[src/rtl/instruction_fetch_unit.sv]
// Fetch stage in front of the program ROM: owns the PC, drives the ROM byte address and
// captures the returned word into the IF/ID register, with stall, flush, redirects and fault lock.
module instruction_fetch_unit #(
   parameter int                    DATA_WIDTH   = 32,
   parameter int                    MEMORY_DEPTH = 1024,
   parameter logic [DATA_WIDTH-1:0] TEXT_BASE    = 32'h0040_0000
) (
   input  logic                  clk,
   input  logic                  reset,
   input  logic                  stall_i,
   input  logic                  flush_i,
   input  logic                  branch_taken_i,
   input  logic [DATA_WIDTH-1:0] branch_target_i,
   input  logic                  jump_i,
   input  logic [25:0]           jump_target_i,
   input  logic                  jr_i,
   input  logic [DATA_WIDTH-1:0] jr_target_i,
   input  logic [DATA_WIDTH-1:0] instruction_i,
   output logic [DATA_WIDTH-1:0] rom_address_o,
   output logic [DATA_WIDTH-1:0] pc_o,
   output logic [DATA_WIDTH-1:0] if_id_instruction_o,
   output logic [DATA_WIDTH-1:0] if_id_pc_plus4_o,
   output logic                  if_id_valid_o,
   output logic                  fetch_fault_o
);

   // First byte address past the ROM image; any PC at or above it is out of range.
   localparam logic [DATA_WIDTH-1:0] PC_LIMIT = TEXT_BASE + DATA_WIDTH'(4 * MEMORY_DEPTH);

   typedef enum logic {
      RUN   = 1'b0,
      FAULT = 1'b1
   } state_t;

   state_t                state_q, state_n;
   logic [DATA_WIDTH-1:0] pc_q, pc_n;
   logic [DATA_WIDTH-1:0] instr_q, instr_n;
   logic [DATA_WIDTH-1:0] pc4_q, pc4_n;
   logic                  valid_q, valid_n;

   logic [DATA_WIDTH-1:0] pc_plus4;
   logic [DATA_WIDTH-1:0] candidate_pc;
   logic                  redirect;
   logic                  candidate_bad;

   // Candidate next PC, highest priority first; a redirect always beats a stall.
   always_comb begin
      pc_plus4     = pc_q + DATA_WIDTH'(4);
      redirect     = jr_i | jump_i | branch_taken_i;
      candidate_pc = pc_plus4;
      if (jr_i)
         candidate_pc = jr_target_i;
      else if (jump_i)
         candidate_pc = {if_id_pc_plus4_o[DATA_WIDTH-1:DATA_WIDTH-4], jump_target_i, 2'b00};
      else if (branch_taken_i)
         candidate_pc = branch_target_i;
      else if (stall_i)
         candidate_pc = pc_q;
      candidate_bad = (candidate_pc[1:0] != 2'b00) ||
                      (candidate_pc < TEXT_BASE)   ||
                      (candidate_pc >= PC_LIMIT);
   end

   // if_id_valid_o marks the IF/ID word as a real instruction; decode consumes it each
   // cycle unless it holds stall_i, which freezes the word in place.
   always_comb begin
      state_n = state_q;
      pc_n    = pc_q;
      instr_n = instr_q;
      pc4_n   = pc4_q;
      valid_n = valid_q;
      case (state_q)
         RUN: begin
            if (candidate_bad) begin
               state_n = FAULT;
               instr_n = '0;
               valid_n = 1'b0;
            end else if (redirect) begin
               // The word fetched this cycle belongs to the wrong path: one bubble.
               pc_n    = candidate_pc;
               instr_n = '0;
               valid_n = 1'b0;
            end else if (stall_i) begin
               pc_n    = pc_q;
            end else if (flush_i) begin
               pc_n    = candidate_pc;
               instr_n = '0;
               valid_n = 1'b0;
            end else begin
               pc_n    = candidate_pc;
               instr_n = instruction_i;
               pc4_n   = pc_plus4;
               valid_n = 1'b1;
            end
         end
         FAULT: begin
            instr_n = '0;
            valid_n = 1'b0;
         end
         default: begin
            state_n = FAULT;
            instr_n = '0;
            valid_n = 1'b0;
         end
      endcase
   end

   always_ff @(posedge clk) begin
      if (!reset) begin
         state_q <= RUN;
         pc_q    <= TEXT_BASE;
         instr_q <= '0;
         pc4_q   <= '0;
         valid_q <= 1'b0;
      end else begin
         state_q <= state_n;
         pc_q    <= pc_n;
         instr_q <= instr_n;
         pc4_q   <= pc4_n;
         valid_q <= valid_n;
      end
   end

   // The fault flag is the FSM state itself, so it doubles as the state debug view.
   assign fetch_fault_o       = (state_q == FAULT);
   assign rom_address_o       = pc_q - TEXT_BASE;
   assign pc_o                = pc_q;
   assign if_id_instruction_o = instr_q;
   assign if_id_pc_plus4_o    = pc4_q;
   assign if_id_valid_o       = valid_q;

endmodule

[config.mk]
export PLATFORM = sky130hd
export DESIGN_NAME = instruction_fetch_unit
export DESIGN_NICKNAME = d
export VERILOG_FILES = /design/src/rtl/instruction_fetch_unit.sv
export SDC_FILE = /design/constraint.sdc
export NUM_CORES = 1
export LEC_CHECK = 0
export BUFFER_PORTS_ARGS = -buffer_cell sky130_fd_sc_hd__clkbuf_2
export CAP_MARGIN = 25
export CORE_MARGIN = 5
export CORE_UTILIZATION = 36
export CTS_BUF_LIST = sky130_fd_sc_hd__clkbuf_2 sky130_fd_sc_hd__clkbuf_4 sky130_fd_sc_hd__clkbuf_8
export DETAILED_ROUTE_END_ITERATION = 8
export PLACE_DENSITY_LB_ADDON = 0.08
export SETUP_SLACK_MARGIN = 0.1
export SYNTH_ARGS = -nofsm -noshare
export SYNTH_HDL_FRONTEND = slang
export SYNTH_SLANG_ARGS = --single-unit
[constraint.sdc]
create_clock -name clk -period 5.5 [get_ports clk]
set_input_delay 0.55 -clock clk [delete_from_list [all_inputs] [get_ports clk]]
set_output_delay 0.55 -clock clk [all_outputs]
set_load 0.03 [all_outputs]
==> flow_metrics.env <==
export IMPL_outcome="finished clean"
export IMPL_synth_seq_cells=98
export IMPL_finalHoldViolCount=0
export IMPL_gp_congestion=0.860
export IMPL_port_buffers=258
export IMPL_finalNonFillerCells=1023
export IMPL_hp_class="in2reg"
export IMPL_die_x_microns=134
export IMPL_synth_ff_type="dfxtp_1"
export IMPL_async_flop_share_pct=0
export IMPL_crit_path_end_kind="register"
export IMPL_rr_startpoint="pc_o[2]$_SDFFE_PN0P_"
export IMPL_fin_crit_ps=4160
export IMPL_r2r_slack_ps=1340
export IMPL_drive_gt1_share_pct=38.2
export IMPL_maxCapViolCount=0
export IMPL_io_pins=259
export IMPL_dp_hpwl_microns=14300
export IMPL_clk_latency_ps=390
export IMPL_root_buffer="clkbuf_8"
export IMPL_power_density_mw_per_mm2=194
export IMPL_finalSetupViolCount=0
export IMPL_routedWlPerCell_microns=18.3
export IMPL_ant_nets=0
export IMPL_fin_setup_tns_ps=0
export IMPL_grt_antenna_before_repair=0
export IMPL_totalWireLength_microns=18700
export IMPL_fin_skew_ps=11.8
export IMPL_crit_start="pc_o[2]$_SDFFE_PN0P_"
export IMPL_critPathArrivalTime_ps=4490
export IMPL_clockBufferDepth=2
export IMPL_path_class="reg2reg"
export IMPL_grt_total_usage_pct=20.0
export IMPL_drt_iter0_markers=367
export IMPL_crit_fanout=33
export IMPL_die_area_sq_mm=0.0178
export IMPL_vias=5419
export IMPL_floorplan_initialDensity_pct=36.4
export IMPL_postCtsSetupBuffers=0
export IMPL_cts_hold_buf=0
export IMPL_syn_avg_cell_area_sq_um=8.67
export IMPL_grt_ovfl_total=0
export IMPL_die_h_microns=134
export IMPL_synthCells=634
export IMPL_cts_resized=0
export IMPL_cts_num_sinks=98
export IMPL_worst_pin_slew_ps=941
export IMPL_synthesis_area_sq_mm=0.00550
export IMPL_synth_area_leader_cell="dfxtp_1"
export IMPL_via_per_inst=5.30
export IMPL_worstRegToRegCells=9
export IMPL_synth_cell_types=59
export IMPL_firstDrtPassIters=5
export IMPL_grt_setup_unrepaired="false"
export IMPL_drc_errors=0
export IMPL_h_tree_depth=3
export IMPL_synth_seq_area_share_pct=35.7
export IMPL_fin_util_pct=45.0
export IMPL_cts_tree="built"
export IMPL_numCtsBuffers=9
export IMPL_crit_end="if_id_instruction_o[15]$_SDFFE_PN0P_"
export IMPL_finalMaxSlewViolations=0
export IMPL_synth_edff_count=0
export IMPL_yosysWarningCount=0
export IMPL_grt_pass1_wl_microns=28600
export IMPL_nets=962
export IMPL_fmax_mhz=240
export IMPL_leakage_uw=0.00307
export IMPL_grt_pass1_vias=5379
export IMPL_rows=45
export IMPL_rr_endpoint="if_id_instruction_o[15]$_SDFFE_PN0P_"
export IMPL_synth_nets=766
export IMPL_finalCritPeriodShare_pct=75.7
export IMPL_power_uw=1320
export IMPL_vdd_drop_max_uv=82.2
export IMPL_placedCellCount=1007
export IMPL_setup_worst_path_start_class="register"
export IMPL_synth_top_area_share_pct=35.7
export IMPL_core_area_sq_mm=0.0151
export IMPL_synthTopCellsByArea="dfxtp_1 (36%), nor2_4 (6.1%), a22oi_1 (4.4%), buf_4 (3.8%), nand2_1 (3.8%)"
export IMPL_slew_headroom_pct=37.3
export IMPL_diodes=0
export IMPL_syn2layout_area_growth_pct=23.7
export IMPL_clkTransAtPathRegs_ps=100
export IMPL_grt_max_degree=46
export IMPL_required_ps=5830
registers in the layout, indices dropped and copies added, names as in the netlist:
register	flops
if_id_pc_plus4_o	32
if_id_valid_o	1
if_id_instruction_o	32
pc_o	32
fetch_fault_o	1
worst min-delay path by stage:
stage                                      startpoint  slack [ps]  depth (start not counted)                              endpoint
detailed placement  if_id_pc_plus4_o[23]$_SDFFE_PN0P_         440                          1     if_id_pc_plus4_o[23]$_SDFFE_PN0P_
CTS                                 instruction_i[31]         380                          3  if_id_instruction_o[31]$_SDFFE_PN0P_
floorplan                        pc_o[1]$_SDFFE_PN0P_         490                          1                  pc_o[1]$_SDFFE_PN0P_
global route                         instruction_i[0]         390                          3   if_id_instruction_o[0]$_SDFFE_PN0P_
global placement    if_id_pc_plus4_o[16]$_SDFFE_PN0P_         440                          1     if_id_pc_plus4_o[16]$_SDFFE_PN0P_
finish                              instruction_i[31]         390                          3  if_id_instruction_o[31]$_SDFFE_PN0P_
per-stage QoR:
step / worst slack [ps] / hold slack, ps / instance area (sq um)
after floorplan: 1920 / 488 / 5500
after global placement: 1420 / 441 / 6600
after detailed placement: 1290 / 443 / 6600
after CTS: 1340 / 376 / 6800
after global routing: 1010 / 390 / 6800
final: 1340 / 389 / 6800
cell usage in the layout (no fill, tap or decap), drive strengths merged, types with 15 or more instances in the layout:
master	count
nand4	23
xnor2	15
dfxtp	98
a22oi	32
nor3	19
mux2i	19
and2	26
o21ai	23
clkbuf	268
nor2	54
nand2	56
nor4	16
and3	27
nand3	19
a21oi	18
layout make-up:
type | instances | area (sq um)
clock inverter | 6 | 60.1
clock buffer | 10 | 138
inverter | 13 | 48.8
sequential | 98 | 1960
tap | 188 | 235
multi-input combinational | 446 | 3030
timing repair buffer | 262 | 1320
fill | 1528 | 8290
synth_stat cells (all sizes together), types with 2 or more instances:
cell and instances:
and3 27, nor4 16, nand2b 3, o41ai 10, and4b 2, and4 2, nand4 23, nor3 19
nand2 56, dfxtp 98, nand3b 5, a22oi 32, ha 3, nor2b 3, inv 12, or3 4
nand4b 4, o31ai 3, xor2 14, nand3 19, mux2i 19, clkbuf 30, a2111o 2, a221oi 2
and2 26, or4 12, a211oi 2, buf 47, nor2 54, o211ai 3, xnor2 15, nor4b 3
o31a 2, o21ai 23, a21oi 18, o21a 3, o221ai 2, a31oi 5
cell families (layout without fill, tap and decap cells):
family,after synthesis,count (layout),share of synthesized area (%)
and+or+nand+nor,281,281,31.8
AOI/OAI and AO/OA,113,113,14.2
DFF,98,98,35.7
buffers and inverters,90,291,9.26
xor gates and xnor gates,29,29,4.62
muxes,20,20,3.66
adders and majority gates,3,3,0.683
per-layer routing:
| metal | global-route usage [%] | up-vias | share of wire [%] |
|---|---|---|---|
| met5 | 0 | - | 0 |
| met4 | 7.37 | 0 | 2.1 |
| met3 | 5.78 | 24 | 8.0 |
| met2 | 34.1 | 234 | 49 |
| met1 | 23.8 | 2502 | 41 |
| li1 | - | 2659 | - |
report_power, final:
part | total, uW | switching [uW] | internal [uW]
combinational | 135 | 78.4 | 56.7
sequential | 710 | 0.677 | 710
clock | 474 | 288 | 186
total | 1320 | 367 | 953
critical path: stages, from the launching register on:
cell and delay (ps):
dfxtp_1 500, ha_1 310, nand4_2 220, or4_1 660, nor3_4 230, nand4_1 110, a2111o_1 470, a31o_1 380
or4_4 960, nor2_4 210
Note: power is estimated with default switching activity, not from simulation.
